===== src/rtl/fifo_rd_pkg.sv =====
// Shared types, defaults and width helpers for the FIFO read-stream engine.
// Optional feature macro used by the top level: FIFO_RD_COUNT_EN (rd_count port).
package fifo_rd_pkg;

  localparam int unsigned DATA_W_DEFAULT = 8;
  localparam int unsigned CNT_W_DEFAULT  = 16;

  typedef logic [CNT_W_DEFAULT-1:0] rd_count_t;

  // Output buffer fill classification
  typedef enum logic [1:0] {
    BufEmpty,
    BufPartial,
    BufFull
  } buf_state_e;

  // Ceiling log2; returns 0 for v <= 1
  function automatic int unsigned clog2(input int unsigned v);
    int unsigned r;
    r = 0;
    for (int unsigned i = 0; i < 32; i++) begin
      if ((32'd1 << i) < v) r = i + 1;
    end
    return r;
  endfunction

  function automatic buf_state_e buf_state(input int unsigned occ, input int unsigned depth);
    if (occ == 0) return BufEmpty;
    if (occ >= depth) return BufFull;
    return BufPartial;
  endfunction

endpackage


===== src/rtl/fifo_rd_stream_if.sv =====
// FIFO read port plus downstream valid/ready stream, bundled for the read engine.
// master: the read engine. slave: the FIFO/consumer environment around it.
interface fifo_rd_stream_if
  import fifo_rd_pkg::*;
#(
  parameter int unsigned DATA_W = DATA_W_DEFAULT
);

  logic              fifo_empty;
  logic [DATA_W-1:0] fifo_data;
  logic              fifo_re;
  logic [DATA_W-1:0] out_data;
  logic              out_valid;
  logic              out_ready;

  modport master (
    input  fifo_empty,
    input  fifo_data,
    input  out_ready,
    output fifo_re,
    output out_data,
    output out_valid
  );

  modport slave (
    output fifo_empty,
    output fifo_data,
    output out_ready,
    input  fifo_re,
    input  out_data,
    input  out_valid
  );

endinterface


===== src/rtl/fifo_rd_skid_buf.sv =====
// Circular BUF_DEPTH x DATA_W output buffer. Owns read/write pointers and occupancy.
// Head reads as zero while empty so the stream data is clean when not valid.
module fifo_rd_skid_buf
  import fifo_rd_pkg::*;
#(
  parameter int unsigned DATA_W    = DATA_W_DEFAULT,
  parameter int unsigned BUF_DEPTH = 3,
  localparam int unsigned OCC_W    = clog2(BUF_DEPTH + 1),
  localparam int unsigned PTR_W    = clog2(BUF_DEPTH)
) (
  input  logic              i_clk,
  input  logic              i_rst,
  input  logic              i_push,
  input  logic [DATA_W-1:0] i_push_data,
  input  logic              i_pop,
  output logic [DATA_W-1:0] o_head,
  output logic [OCC_W-1:0]  o_occ
);

  logic [DATA_W-1:0] r_mem [BUF_DEPTH];
  logic [PTR_W-1:0]  r_wr_ptr;
  logic [PTR_W-1:0]  r_rd_ptr;
  logic [OCC_W-1:0]  r_occ;

  function automatic logic [PTR_W-1:0] ptr_inc(input logic [PTR_W-1:0] p);
    return (p == PTR_W'(BUF_DEPTH - 1)) ? '0 : p + PTR_W'(1);
  endfunction

  // Storage write at the tail
  always_ff @(posedge i_clk or posedge i_rst) begin
    if (i_rst) begin
      for (int i = 0; i < int'(BUF_DEPTH); i++) r_mem[i] <= '0;
    end else if (i_push) begin
      r_mem[r_wr_ptr] <= i_push_data;
    end
  end

  // Pointer and occupancy update; push and pop in the same cycle cancel in occ
  always_ff @(posedge i_clk or posedge i_rst) begin
    if (i_rst) begin
      r_wr_ptr <= '0;
      r_rd_ptr <= '0;
      r_occ    <= '0;
    end else begin
      if (i_push) r_wr_ptr <= ptr_inc(r_wr_ptr);
      if (i_pop)  r_rd_ptr <= ptr_inc(r_rd_ptr);
      r_occ <= r_occ + OCC_W'(i_push) - OCC_W'(i_pop);
    end
  end

  // Head presentation, zeroed when empty
  always_comb begin
    o_head = '0;
    if (r_occ != '0) o_head = r_mem[r_rd_ptr];
    o_occ = r_occ;
  end

endmodule


===== src/rtl/fifo_rd_stream.sv =====
// Read-side engine for the 16x8 FIFO: pops words and streams them out on valid/ready.
// The FIFO has one cycle of read latency; reads are only issued when the buffer has a
// slot reserved for every word in flight, so nothing is ever dropped.
// Optional: define FIFO_RD_COUNT_EN to add the o_rd_count accepted-transfer counter.
module fifo_rd_stream
  import fifo_rd_pkg::*;
#(
  parameter int unsigned DATA_W    = DATA_W_DEFAULT,
`ifdef FIFO_RD_COUNT_EN
  parameter int unsigned CNT_W     = CNT_W_DEFAULT,
`endif
  parameter int unsigned BUF_DEPTH = 3
) (
  input  logic                    i_clk,
  input  logic                    i_rst,
`ifdef FIFO_RD_COUNT_EN
  output logic [CNT_W-1:0]        o_rd_count,
`endif
  fifo_rd_stream_if.master        io_bus
);

  localparam int unsigned OCC_W = clog2(BUF_DEPTH + 1);

  logic [OCC_W-1:0]  w_occ;
  logic [OCC_W:0]    w_inflight;
  logic [DATA_W-1:0] w_head;
  logic              w_fifo_re;
  logic              w_out_valid;
  logic              w_pop;
  buf_state_e        w_buf_state;
  logic              r_pending;

  // Issue rule and stream handshake; out_ready never reaches fifo_re
  always_comb begin
    w_inflight  = {1'b0, w_occ} + {{OCC_W{1'b0}}, r_pending};
    w_buf_state = buf_state(32'(w_occ), BUF_DEPTH);
    w_fifo_re   = !i_rst && !io_bus.fifo_empty && (w_inflight < (OCC_W + 1)'(BUF_DEPTH));
    w_out_valid = (w_buf_state != BufEmpty);
    w_pop       = w_out_valid && io_bus.out_ready;
  end

  // Pending marks a FIFO read whose data lands on fifo_data this cycle
  always_ff @(posedge i_clk or posedge i_rst) begin
    if (i_rst) r_pending <= 1'b0;
    else       r_pending <= w_fifo_re;
  end

`ifdef FIFO_RD_COUNT_EN
  logic [CNT_W-1:0] r_rd_count;

  // Accepted-transfer counter, wraps naturally
  always_ff @(posedge i_clk or posedge i_rst) begin
    if (i_rst)      r_rd_count <= '0;
    else if (w_pop) r_rd_count <= r_rd_count + CNT_W'(1);
  end

  assign o_rd_count = r_rd_count;
`endif

  fifo_rd_skid_buf #(
    .DATA_W    (DATA_W),
    .BUF_DEPTH (BUF_DEPTH)
  ) u_buf (
    .i_clk       (i_clk),
    .i_rst       (i_rst),
    .i_push      (r_pending),
    .i_push_data (io_bus.fifo_data),
    .i_pop       (w_pop),
    .o_head      (w_head),
    .o_occ       (w_occ)
  );

  assign io_bus.fifo_re   = w_fifo_re;
  assign io_bus.out_valid = w_out_valid;
  assign io_bus.out_data  = w_head;

endmodule


===== src/flat_wrapper.sv =====
// flat-port wrapper written by rule: the top's interface ports become plain ports
module fifo_rd_stream_flat import fifo_rd_pkg::*;
#(
  parameter int unsigned DATA_W    = DATA_W_DEFAULT,

  parameter int unsigned BUF_DEPTH = 3
)
  (i_clk, i_rst, io_bus_fifo_empty, io_bus_fifo_data, io_bus_out_ready, io_bus_fifo_re, io_bus_out_data, io_bus_out_valid);
  fifo_rd_stream_if #(.DATA_W(DATA_W)) io_bus_i ();
  input  logic i_clk;
  input  logic i_rst;
  input wire logic [$bits(io_bus_i.fifo_empty)-1:0] io_bus_fifo_empty;
  input wire logic [$bits(io_bus_i.fifo_data)-1:0] io_bus_fifo_data;
  input wire logic [$bits(io_bus_i.out_ready)-1:0] io_bus_out_ready;
  output wire logic [$bits(io_bus_i.fifo_re)-1:0] io_bus_fifo_re;
  output wire logic [$bits(io_bus_i.out_data)-1:0] io_bus_out_data;
  output wire logic [$bits(io_bus_i.out_valid)-1:0] io_bus_out_valid;
  assign io_bus_i.fifo_empty = io_bus_fifo_empty;
  assign io_bus_i.fifo_data = io_bus_fifo_data;
  assign io_bus_i.out_ready = io_bus_out_ready;
  assign io_bus_fifo_re = io_bus_i.fifo_re;
  assign io_bus_out_data = io_bus_i.out_data;
  assign io_bus_out_valid = io_bus_i.out_valid;
  fifo_rd_stream #(.DATA_W(DATA_W), .BUF_DEPTH(BUF_DEPTH)) u_core (.i_clk(i_clk), .i_rst(i_rst), .io_bus(io_bus_i));
endmodule

===== config.mk =====
export PLATFORM = sky130hd
export DESIGN_NAME = fifo_rd_stream_flat
export DESIGN_NICKNAME = d
export VERILOG_FILES = /design/src/rtl/fifo_rd_pkg.sv /design/src/rtl/fifo_rd_stream_if.sv /design/src/rtl/fifo_rd_skid_buf.sv /design/src/rtl/fifo_rd_stream.sv /design/src/flat_wrapper.sv
export SDC_FILE = /design/constraint.sdc
export NUM_CORES = 1
export LEC_CHECK = 0
export BUFFER_PORTS_ARGS = -buffer_cell sky130_fd_sc_hd__buf_2
export CAP_MARGIN = 20
export CELL_PAD_IN_SITES_DETAIL_PLACEMENT = 0
export CELL_PAD_IN_SITES_GLOBAL_PLACEMENT = 1
export CORE_MARGIN = 1
export CORE_UTILIZATION = 45
export DETAILED_ROUTE_END_ITERATION = 8
export PLACE_DENSITY_LB_ADDON = 0.1
export SLEW_MARGIN = 5
export SYNTH_ARGS = -nofsm -noshare
export SYNTH_HDL_FRONTEND = slang
export SYNTH_SLANG_ARGS = --single-unit

===== constraint.sdc =====
create_clock -name i_clk -period 3.03 [get_ports i_clk]
set_input_delay 0.4545 -clock i_clk [delete_from_list [all_inputs] [get_ports i_clk]]
set_output_delay 0.4545 -clock i_clk [all_outputs]
set_load 0.05 [all_outputs]

==> impl_metrics.json <==
{
  "reg2reg_depth": 7,
  "slowest_stage": "dfrtp_1",
  "antenna_cells": 0,
  "slew_viol_final": 0,
  "num_rows": 20,
  "synth_nets": 133,
  "path_buf_inv": 1,
  "root_buffer": "clkbuf_4",
  "cts_sinks": 31,
  "cts_setup_buffers": 0,
  "grt_pass1_wl_mm": 4.49,
  "cts_max_path_buffers": 2,
  "dpl.hpwl_mm": 1.84,
  "io_buffers": 21,
  "grt_overflow": 0,
  "die_h_um": 59.7,
  "fin_worst_skew_ps": 4.71,
  "syn-instance-count": 117,
  "startpoint_type": "flop",
  "clk_pin_slew_worst_paths_ps": 90,
  "numCtsBuffers": 5,
  "fillers": 279,
  "ys_seq_area_share_pct": 51.7,
  "clock_latency_ps": 330,
  "antenna_found_initial": 0,
  "die_x_um": 59.7,
  "path_max_fanout": 4,
  "syn_area_mm2": 0.00150,
  "dieArea_mm2": 0.00357,
  "finalHoldViolCount": 0,
  "required_ps": 2580,
  "worstPathCellList": "ha_1, ha_1, a2111oi_2, buf_2",
  "grt_max_degree": 28,
  "path_depth": 4,
  "cp_top_family": "adder cells",
  "arrival_ps": 1940,
  "cts_resized": 0,
  "critPathCaptureType": "primary output",
  "avgSynthCellArea_um2": 12.8,
  "drt-vias-per-instance": 5.30,
  "finalSetupTns_ps": 0,
  "gp_congestion": 0.670,
  "multi_input_area_um2": 679,
  "wl_mm": 2.68,
  "cp_common_cell": "ha_1",
  "setup_violations": 0,
  "period_share_pct": 79.1,
  "min_period_ps": 2400,
  "drt-initial-drc-count": 22,
  "rsz0062_at_grt": "false",
  "drc": 0,
  "status": "completed",
  "worstHoldPathType": "in -> async",
  "ys_ff_latch": 31,
  "wire_per_inst_um": 14.5,
  "io_pins": 22,
  "final_nets": 157,
  "core_mm2": 0.00310,
  "area_delta_synth_final_pct": 12.4,
  "drive_gt1_share_pct": 38.6,
  "yosysWarnings": 0,
  "synth.distinct_cells": 22,
  "vias": 975,
  "drt-pass1-iter-count": 4,
  "worst_pin_slew_ps": 763,
  "max_slew_margin_pct": 49.1,
  "h-tree-depth": 2,
  "regArea_um2": 776,
  "antenna_left": 0,
  "drv_cap": 0,
  "track_usage_pct": 18.3,
  "crit_type": "reg -> out",
  "fmax_mhz": 417,
  "hold_buffers": 0,
  "critical-path-max-stage-delay_ps": 430,
  "start_util_pct": 48.3,
  "grt_pass1_vias": 912,
  "cts_tree": "yes"
}
[Yosys cell counts]
master,instances,area [um^2]
dfrtp_1,31,776
nor3_1,1,5.00
o21ai_0,3,15.0
clkbuf_1,2,7.51
inv_1,5,18.8
nor2_1,1,3.75
a211oi_1,16,120
nor2b_1,8,50.1
xnor2_1,2,17.5
buf_6,1,11.3
or3_1,1,6.26
mux2_4,8,120
a2111oi_0,1,8.76
nand2b_1,9,56.3
nand2_1,1,3.75
ha_1,4,50.1
a21o_1,2,15.0
nor3_4,1,16.3
inv_2,1,3.75
mux2_2,16,180
buf_2,2,10.0
nand3_1,1,5.00
[routing by layer]
| metal | global-route usage, % | up-vias | wire, um |
|---|---|---|---|
| li1 | - | 467 | - |
| met1 | 24.4 | 481 | 1230 |
| met2 | 26.5 | 20 | 1280 |
| met3 | 4.55 | 7 | 97 |
| met4 | 12.0 | 0 | 65 |
| met5 | 0 | - | 0 |
[final cells by class]
class                           count  area share [%]
Inverter                            6            1.34
Tap cell                           44            3.26
Multi-Input combinational cell     75            40.3
Timing Repair Buffer               22            6.68
Sequential cell                    31            46.0
Clock buffer                        6            2.45
[worst register-to-register path: stages, from the launching register on]
cell and delay [ps]:
dfrtp_1 430, o21ai_0 470, inv_1 90, ha_1 290, inv_1 30, ha_1 180
xnor2_1 180, xnor2_1 130
[state kept, by name, summed over array words and instances (netlist names)]
register,count
u_core.u_buf.r_mem,24
u_core.u_buf.o_occ,2
u_core.u_buf.r_rd_ptr,2
u_core.u_buf.r_wr_ptr,2
u_core.r_pending,1
[cell usage in the layout, fill, tap and decap left out, drive strengths merged]
| cell type | count |
|---|---|
| a2111oi | 1 |
| a211oi | 16 |
| a21o | 2 |
| buf | 22 |
| clkbuf | 6 |
| dfrtp | 31 |
| ha | 4 |
| inv | 6 |
| mux2 | 24 |
| nand2 | 1 |
| nand2b | 9 |
| nand3 | 1 |
| nor2 | 1 |
| nor2b | 8 |
| nor3 | 2 |
| o21ai | 3 |
| or3 | 1 |
| xnor2 | 2 |
[path summary, 6_finish.rpt]
path / startpoint / endpoint / slack [ps]
max: u_core.r_pending$_DFF_PP0_ / io_bus_fifo_re / 630
min: i_rst / u_core.u_buf.o_occ[1]$_DFF_PP0_ / 180
max reg2reg: u_core.u_buf.o_occ[1]$_DFF_PP0_ / u_core.u_buf.o_occ[1]$_DFF_PP0_ / 1160
min reg2reg: u_core.u_buf.r_mem[19]$_DFFE_PP0P_ / u_core.u_buf.r_mem[19]$_DFFE_PP0P_ / 510
max in group asynchronous: i_rst / u_core.u_buf.r_mem[14]$_DFFE_PP0P_ / 2210
min in group i_clk: io_bus_fifo_empty / u_core.r_pending$_DFF_PP0_ / 290
[logic make-up after synthesis]
family,synth area share [%]
multiplexers,20.0
AO/OA/AOI/OAI,10.6
AND/OR/NAND/NOR,9.76
flip-flops,51.7
XOR/XNOR,1.17
adder cells (fa/ha/maj),3.34
buffers and inverters,3.42
[per-stage QoR]
stage	area [um^2]	hold slack, ps	utilization (%)	cells	setup WS (ps)
6_report	1690	181	54.4	184	632
3_5_place_dp	1650	487	53.0	178	969
4_1_cts	1690	187	54.4	184	593
5_1_grt	1690	218	54.4	184	440
3_3_place_gp	1650	483	53.0	178	996
2_1_floorplan	1510	473	-	117	490
Power is left out: the tool's default activity adds up to more than one toggle a clock period on the data nets, which glitch-free logic cannot reach.
